$ cat src/rtl/uart_tx_fifo.sv
// uart_tx_fifo: CPU-facing byte FIFO feeding an 8N1 serial transmitter.
// Bytes go out LSB first at CLKS_PER_BIT clocks per bit. Frames run
// back-to-back with no idle gap while the FIFO has data.
// tx and all status flags come from registered state only.
module uart_tx_fifo #(
  parameter int CLKS_PER_BIT = 16,
  parameter int FIFO_DEPTH   = 4
) (
  input  logic       clk,
  input  logic       rst_n,
  input  logic       wr_en,
  input  logic [7:0] wr_data,
  input  logic       ovf_clr,
  output logic       tx,
  output logic       busy,
  output logic       full,
  output logic       empty,
  output logic       overflow,
  output logic [7:0] status
);

  localparam int PTR_W  = $clog2(FIFO_DEPTH);
  localparam int CNT_W  = PTR_W + 1;
  localparam int BAUD_W = (CLKS_PER_BIT > 2) ? $clog2(CLKS_PER_BIT) : 1;

  localparam logic [BAUD_W-1:0] BAUD_MAX   = BAUD_W'(CLKS_PER_BIT - 1);
  localparam logic [CNT_W-1:0]  DEPTH_CNT  = CNT_W'(FIFO_DEPTH);

  typedef enum logic [1:0] {
    IDLE  = 2'd0,
    START = 2'd1,
    DATA  = 2'd2,
    STOP  = 2'd3
  } state_t;

  // FIFO storage and bookkeeping
  logic [7:0]       mem [FIFO_DEPTH];
  logic [PTR_W-1:0] wr_ptr;
  logic [PTR_W-1:0] rd_ptr;
  logic [CNT_W-1:0] count;

  // Transmitter state
  state_t            state;
  state_t            state_nxt;
  logic [BAUD_W-1:0] baud_cnt;
  logic [2:0]        bit_idx;
  logic [7:0]        shift;
  logic [7:0]        shift_nxt;
  logic              tx_q;
  logic              tx_nxt;

  logic bit_end;
  logic pop;
  logic push;
  logic drop;

  assign empty    = (count == '0);
  assign full     = (count == DEPTH_CNT);
  assign busy     = (state != IDLE) || !empty;
  assign tx       = tx_q;
  assign status   = {4'b0000, overflow, busy, full, empty};

  assign bit_end  = (baud_cnt == BAUD_MAX);

  // A pop loads the shifter. It happens when leaving IDLE, or at the end of
  // a stop bit when more data is waiting.
  assign pop  = !empty && ((state == IDLE) || ((state == STOP) && bit_end));
  // A full FIFO still accepts a byte if the same edge frees a slot.
  assign push = wr_en && (!full || pop);
  assign drop = wr_en && full && !pop;

  // Next-state logic for the transmitter FSM.
  always_comb begin
    // NOTE: default assignment first so that no path leaves state_nxt unassigned (prevents a latch).
    state_nxt = state;
    unique case (state)
      IDLE:  if (!empty) state_nxt = START;
      START: if (bit_end) state_nxt = DATA;
      DATA:  if (bit_end && (bit_idx == 3'd7)) state_nxt = STOP;
      STOP:  if (bit_end) state_nxt = empty ? IDLE : START;
      default: state_nxt = IDLE;
    endcase
  end

  // Output logic: the next shifter contents and the tx level for the next state.
  always_comb begin
    shift_nxt = shift;
    if (pop) begin
      shift_nxt = mem[rd_ptr];
    end else if ((state == DATA) && bit_end) begin
      shift_nxt = {1'b0, shift[7:1]};
    end

    tx_nxt = 1'b1;
    unique case (state_nxt)
      START:   tx_nxt = 1'b0;
      DATA:    tx_nxt = shift_nxt[0];
      default: tx_nxt = 1'b1;
    endcase
  end

  // State register plus the baud, bit, shift and tx registers.
  always_ff @(posedge clk or negedge rst_n) begin
    if (!rst_n) begin
      state    <= IDLE;
      baud_cnt <= '0;
      bit_idx  <= 3'd0;
      shift    <= 8'h00;
      tx_q     <= 1'b1;
    end else begin
      // NOTE: non-blocking assignments in clocked blocks, so every register samples pre-edge values.
      state <= state_nxt;
      shift <= shift_nxt;
      tx_q  <= tx_nxt;

      if (pop) begin
        baud_cnt <= '0;
      end else if (state != IDLE) begin
        baud_cnt <= bit_end ? '0 : baud_cnt + 1'b1;
      end

      if (state == START) begin
        bit_idx <= 3'd0;
      end else if ((state == DATA) && bit_end) begin
        bit_idx <= bit_idx + 1'b1;
      end
    end
  end

  // FIFO pointers, occupancy and the sticky overflow flag.
  always_ff @(posedge clk or negedge rst_n) begin
    if (!rst_n) begin
      wr_ptr   <= '0;
      rd_ptr   <= '0;
      count    <= '0;
      overflow <= 1'b0;
    end else begin
      if (push) wr_ptr <= wr_ptr + 1'b1;
      if (pop)  rd_ptr <= rd_ptr + 1'b1;

      if (push && !pop) begin
        count <= count + 1'b1;
      end else if (pop && !push) begin
        count <= count - 1'b1;
      end

      // A drop in the same cycle as a clear leaves the flag set.
      if (drop) begin
        overflow <= 1'b1;
      end else if (ovf_clr) begin
        overflow <= 1'b0;
      end
    end
  end

  // FIFO storage write port.
  // NOTE: the storage array has no reset; the count and pointers alone decide which entries are valid.
  always_ff @(posedge clk) begin
    if (push) mem[wr_ptr] <= wr_data;
  end

endmodule
$ cat config.mk
export PLATFORM = sky130hd
export DESIGN_NAME = uart_tx_fifo
export DESIGN_NICKNAME = d
export VERILOG_FILES = /design/src/rtl/uart_tx_fifo.sv
export SDC_FILE = /design/constraint.sdc
export NUM_CORES = 1
export LEC_CHECK = 0
export CELL_PAD_IN_SITES_DETAIL_PLACEMENT = 1
export CELL_PAD_IN_SITES_GLOBAL_PLACEMENT = 1
export CORE_AREA = 2 2 57 113
export CTS_BUF_LIST = sky130_fd_sc_hd__clkbuf_16
export DETAILED_ROUTE_END_ITERATION = 6
export DIE_AREA = 0 0 59 115
export PLACE_DENSITY = 0.78
export SYNTH_ARGS = -nofsm -noshare
export SYNTH_HDL_FRONTEND = slang
export SYNTH_SLANG_ARGS = --single-unit
export TNS_END_PERCENT = 50
$ cat constraint.sdc
create_clock -name clk -period 2.89 [get_ports clk]
set_input_delay 0.7225 -clock clk [delete_from_list [all_inputs] [get_ports clk]]
set_output_delay 0.7225 -clock clk [all_outputs]
set_load 0.1 [all_outputs]
==> impl_metrics.tcl <==
set metrics [dict create \
    outcome "finished, final reports clean" \
    rsz0062_at_grt "false" \
    ir_drop_uv 686 \
    cap_violations 0 \
    synth.ff_latch_count 58 \
    ctsResizeCount 0 \
    seqPwrFrac_pct 37.0 \
    place_ws_ns 0.0955 \
    routedWlPerCell_um 18.4 \
    tightestPinTransition_ns 0.684 \
    final_cells 296 \
    grt_overflow 0 \
    grt_pass1_wl_um 9160 \
    setup_ws_ns 0.207 \
    io_pins 25 \
    worstSkewPairLatency_ns 0.33 \
    drv_slew 0 \
    dr_total_vias 1656 \
    max_freq_ghz 0.373 \
    avgSynthCellArea_um2 13.1 \
    ys_seq_area_share_pct 59.2 \
    maxSlewHeadroom_pct 54.1 \
    drive_gt1_share_pct 19.3 \
    drc 0 \
    worst_setup_path_start_kind "register" \
    power.switching_w 0.00141 \
    min_period_ns 2.68 \
    ys_warn_count 0 \
    routabilityCongestion 0.771 \
    holdWs_ns 0.498 \
    start_util_pct 46.2 \
    gr-usage-all-layers_pct 18.8 \
    cts_buffers 9 \
    final_util_pct 55.0 \
    grt_pass1_vias 1855 \
    r2r_cells 10 \
    ys_types 46 \
    ant_nets 0 \
    grt_max_degree 27 \
    cpPeakStageDelay_ns 0.42 \
    setup_viol 0 \
    placed_cells 280 \
    skew_ns 0.00501 \
    die_h_um 115 \
    cts_sinks 58 \
    path_class "register to register" \
    dp_hpwl_um 3750 \
    slowest_stage "dfrtp_1" \
    cts_setup_buffers 0 \
    routed_wl_um 5430 \
    crit_required_ns 3.14 \
    end_kind "register" \
    power_leakage_nw 1.28 \
    p_int_w 0.00233 \
    vias_per_cell 5.59 \
    antenna_cells 0 \
    synthToLayoutAreaGrowth_pct 19.2 \
    critPathArrivalTime_ns 2.93 \
    critPathMaxFanout 9 \
    crit_path_end "count[2]" \
    cts_tree "built" \
    p_clk_share_pct 27.0 \
    antenna_found_initial 0 \
    clk_pin_slew_ns 0.05 \
    port_buffers 20 \
    postSynthCellCount 208 \
    clk_path_buf_depth 2 \
    drt-pass1-iter-count 4 \
    finalHoldViolCount 0 \
    cts_hold_buf 0 \
    synth.cell_area_mm2 0.00273 \
    powerDensity_mw_per_mm2 1150 \
    final_nets 249 \
    root_buffer "clkbuf_16" \
    die_area_mm2 0.00679 \
    first_iter_violations 61 \
    cp-startpoint "baud_cnt[0]" \
    period_share_pct 92.8 \
    r2r_setup_slack_ns 0.21 \
    power_frac_comb_pct 36.0 \
    reg2reg_from "baud_cnt[0]" \
    hp-class "register to register" \
    core_area_mm2 0.00591 \
    fp.dieW_um 59 \
    final.setup.tns_ns 0 \
    cts_max_level 3 \
    switching_share_pct 37.7 \
    num_rows 40 \
    path_cells "ha_1 -> and3_2 -> nand3_1 -> a21boi_4 -> ha_1 -> inv_1 -> fa_1 -> xor2_1 -> nor2_1 -> xor2_1" \
    r2r-end "count[2]" \
]
-- worst min-delay path by stage --
stage / end / slack [ns] / start / depth (start not counted)
2_1_floorplan: baud_cnt[0] / 0.43 / rst_n / 0
3_3_place_gp: count[2] / 0.49 / count[2] / 1
5_1_grt: count[2] / 0.53 / count[2] / 1
4_1_cts: count[2] / 0.50 / count[2] / 1
3_5_place_dp: count[2] / 0.50 / count[2] / 1
6_report: count[2] / 0.50 / count[2] / 1
-- layer usage --
layer	vias up	track usage, %	routed length (um)	share of wire, %
met5	-	0	0	0
met4	0	8.79	116	2.1
met3	9	4.72	184	3.4
met2	32	30.8	2870	53
met1	825	22.9	2260	42
li1	790	-	-	-
-- area by class of cell --
type / count / area [um2]
clock buffer: 9 / 225
tap: 63 / 78.8
fill: 581 / 2660
multi-input combinational: 117 / 945
timing repair buffer: 24 / 258
clock inverter: 7 / 61.3
inverter: 18 / 70.1
sequential: 58 / 1610
-- registers in the layout, indices dropped and copies added (netlist names) --
name / count
tx: 1
baud_cnt: 4
wr_ptr: 2
state: 2
overflow: 1
rd_ptr: 2
mem: 32
shift: 8
count: 3
bit_idx: 3
-- stage by stage --
stage	power (W)	cell area, um2
floorplan	0.00242	2750
finish	0.00375	3250
global route	0.00397	3250
CTS	0.00379	3250
detailed placement	0.00275	2960
global placement	0.00267	2960
-- worst max-delay path, delay by kind of cell (launching register included) --
kind / cells / cell delay (ns)
adder cells (fa/ha/maj): 3 / 0.87
AND/OR/NAND/NOR: 3 / 0.64
flip-flops: 1 / 0.42
XOR/XNOR: 2 / 0.32
AO/OA/AOI/OAI: 1 / 0.30
buffers and inverters: 1 / 0.06
-- cell families after synthesis --
kind of cell             Yosys count  share of synthesized area [%]
AO/OA/AOI/OAI                     41                           10.6
XOR/XNOR                           7                           2.25
adder cells (fa/ha/maj)            9                           4.41
buffers and inverters             36                           7.07
flip-flops                        58                           59.2
multiplexers                      12                           8.31
other                              1                          0.138
AND/OR/NAND/NOR                   44                           8.08
-- placed cells by master, fill, tap and decap left out, types with 2 or more instances in the layout --
cell type and instances:
o311ai_0 6, clkdlybuf4s50_1 11, nor3_1 2, o22ai_1 2
xnor2_1 4, nand2_1 7, conb_1 4, clkinv_2 3
ha_1 8, clkbuf_16 9, dfrtp_1 25, a211oi_1 2
a311oi_1 2, and2_1 4, buf_4 9, inv_1 18
a21oi_1 4, mux4_2 8, nor2_1 10, or3_1 2
xor2_1 3, o2bb2ai_1 2, edfxtp_1 32, nand3_1 11
nand4_1 2, o21ai_0 15, mux2i_1 2, buf_12 4
-- power groups by stage --
stage	Combinational [W]	Clock [W]	Sequential, W
finish	0.00135	0.00101	0.00139
global route	0.00147	0.00107	0.00143
CTS	0.00137	0.00103	0.00139
detailed placement	0.00135	0	0.00140
global placement	0.00128	0	0.00139
floorplan	0.00106	0	0.00137
-- synth_stat cells, drive strengths merged --
master | number | area share [%]
or2 | 1 | 0.23
edfxtp | 32 | 35
o311ai | 6 | 1.9
nor3b | 1 | 0.28
nand4 | 2 | 0.46
a21o | 1 | 0.28
o2bb2ai | 2 | 0.64
and2 | 5 | 1.2
a221oi | 1 | 0.32
a21oi | 4 | 0.73
clkbuf | 5 | 0.69
o21ai | 16 | 2.9
o31ai | 1 | 0.28
and3 | 1 | 0.23
a221o | 1 | 0.37
a211oi | 3 | 1.0
or3 | 2 | 0.46
a311oi | 2 | 0.64
dfstp | 1 | 0.96
nor2 | 11 | 1.6
xor2 | 3 | 0.96
mux2 | 2 | 0.96
nand2 | 7 | 0.96
a21boi | 1 | 0.69
xnor2 | 4 | 1.3
conb | 1 | 0.14
nor3 | 2 | 0.37
nor2b | 1 | 0.23
dfrtp | 25 | 23
mux4 | 8 | 6.6
buf | 13 | 3.8
nand3 | 11 | 2.0
ha | 8 | 3.7
inv | 18 | 2.6
mux2i | 2 | 0.73
o32ai | 1 | 0.32
fa | 1 | 0.73
o22ai | 2 | 0.46
(Power assumes the default switching activity.)
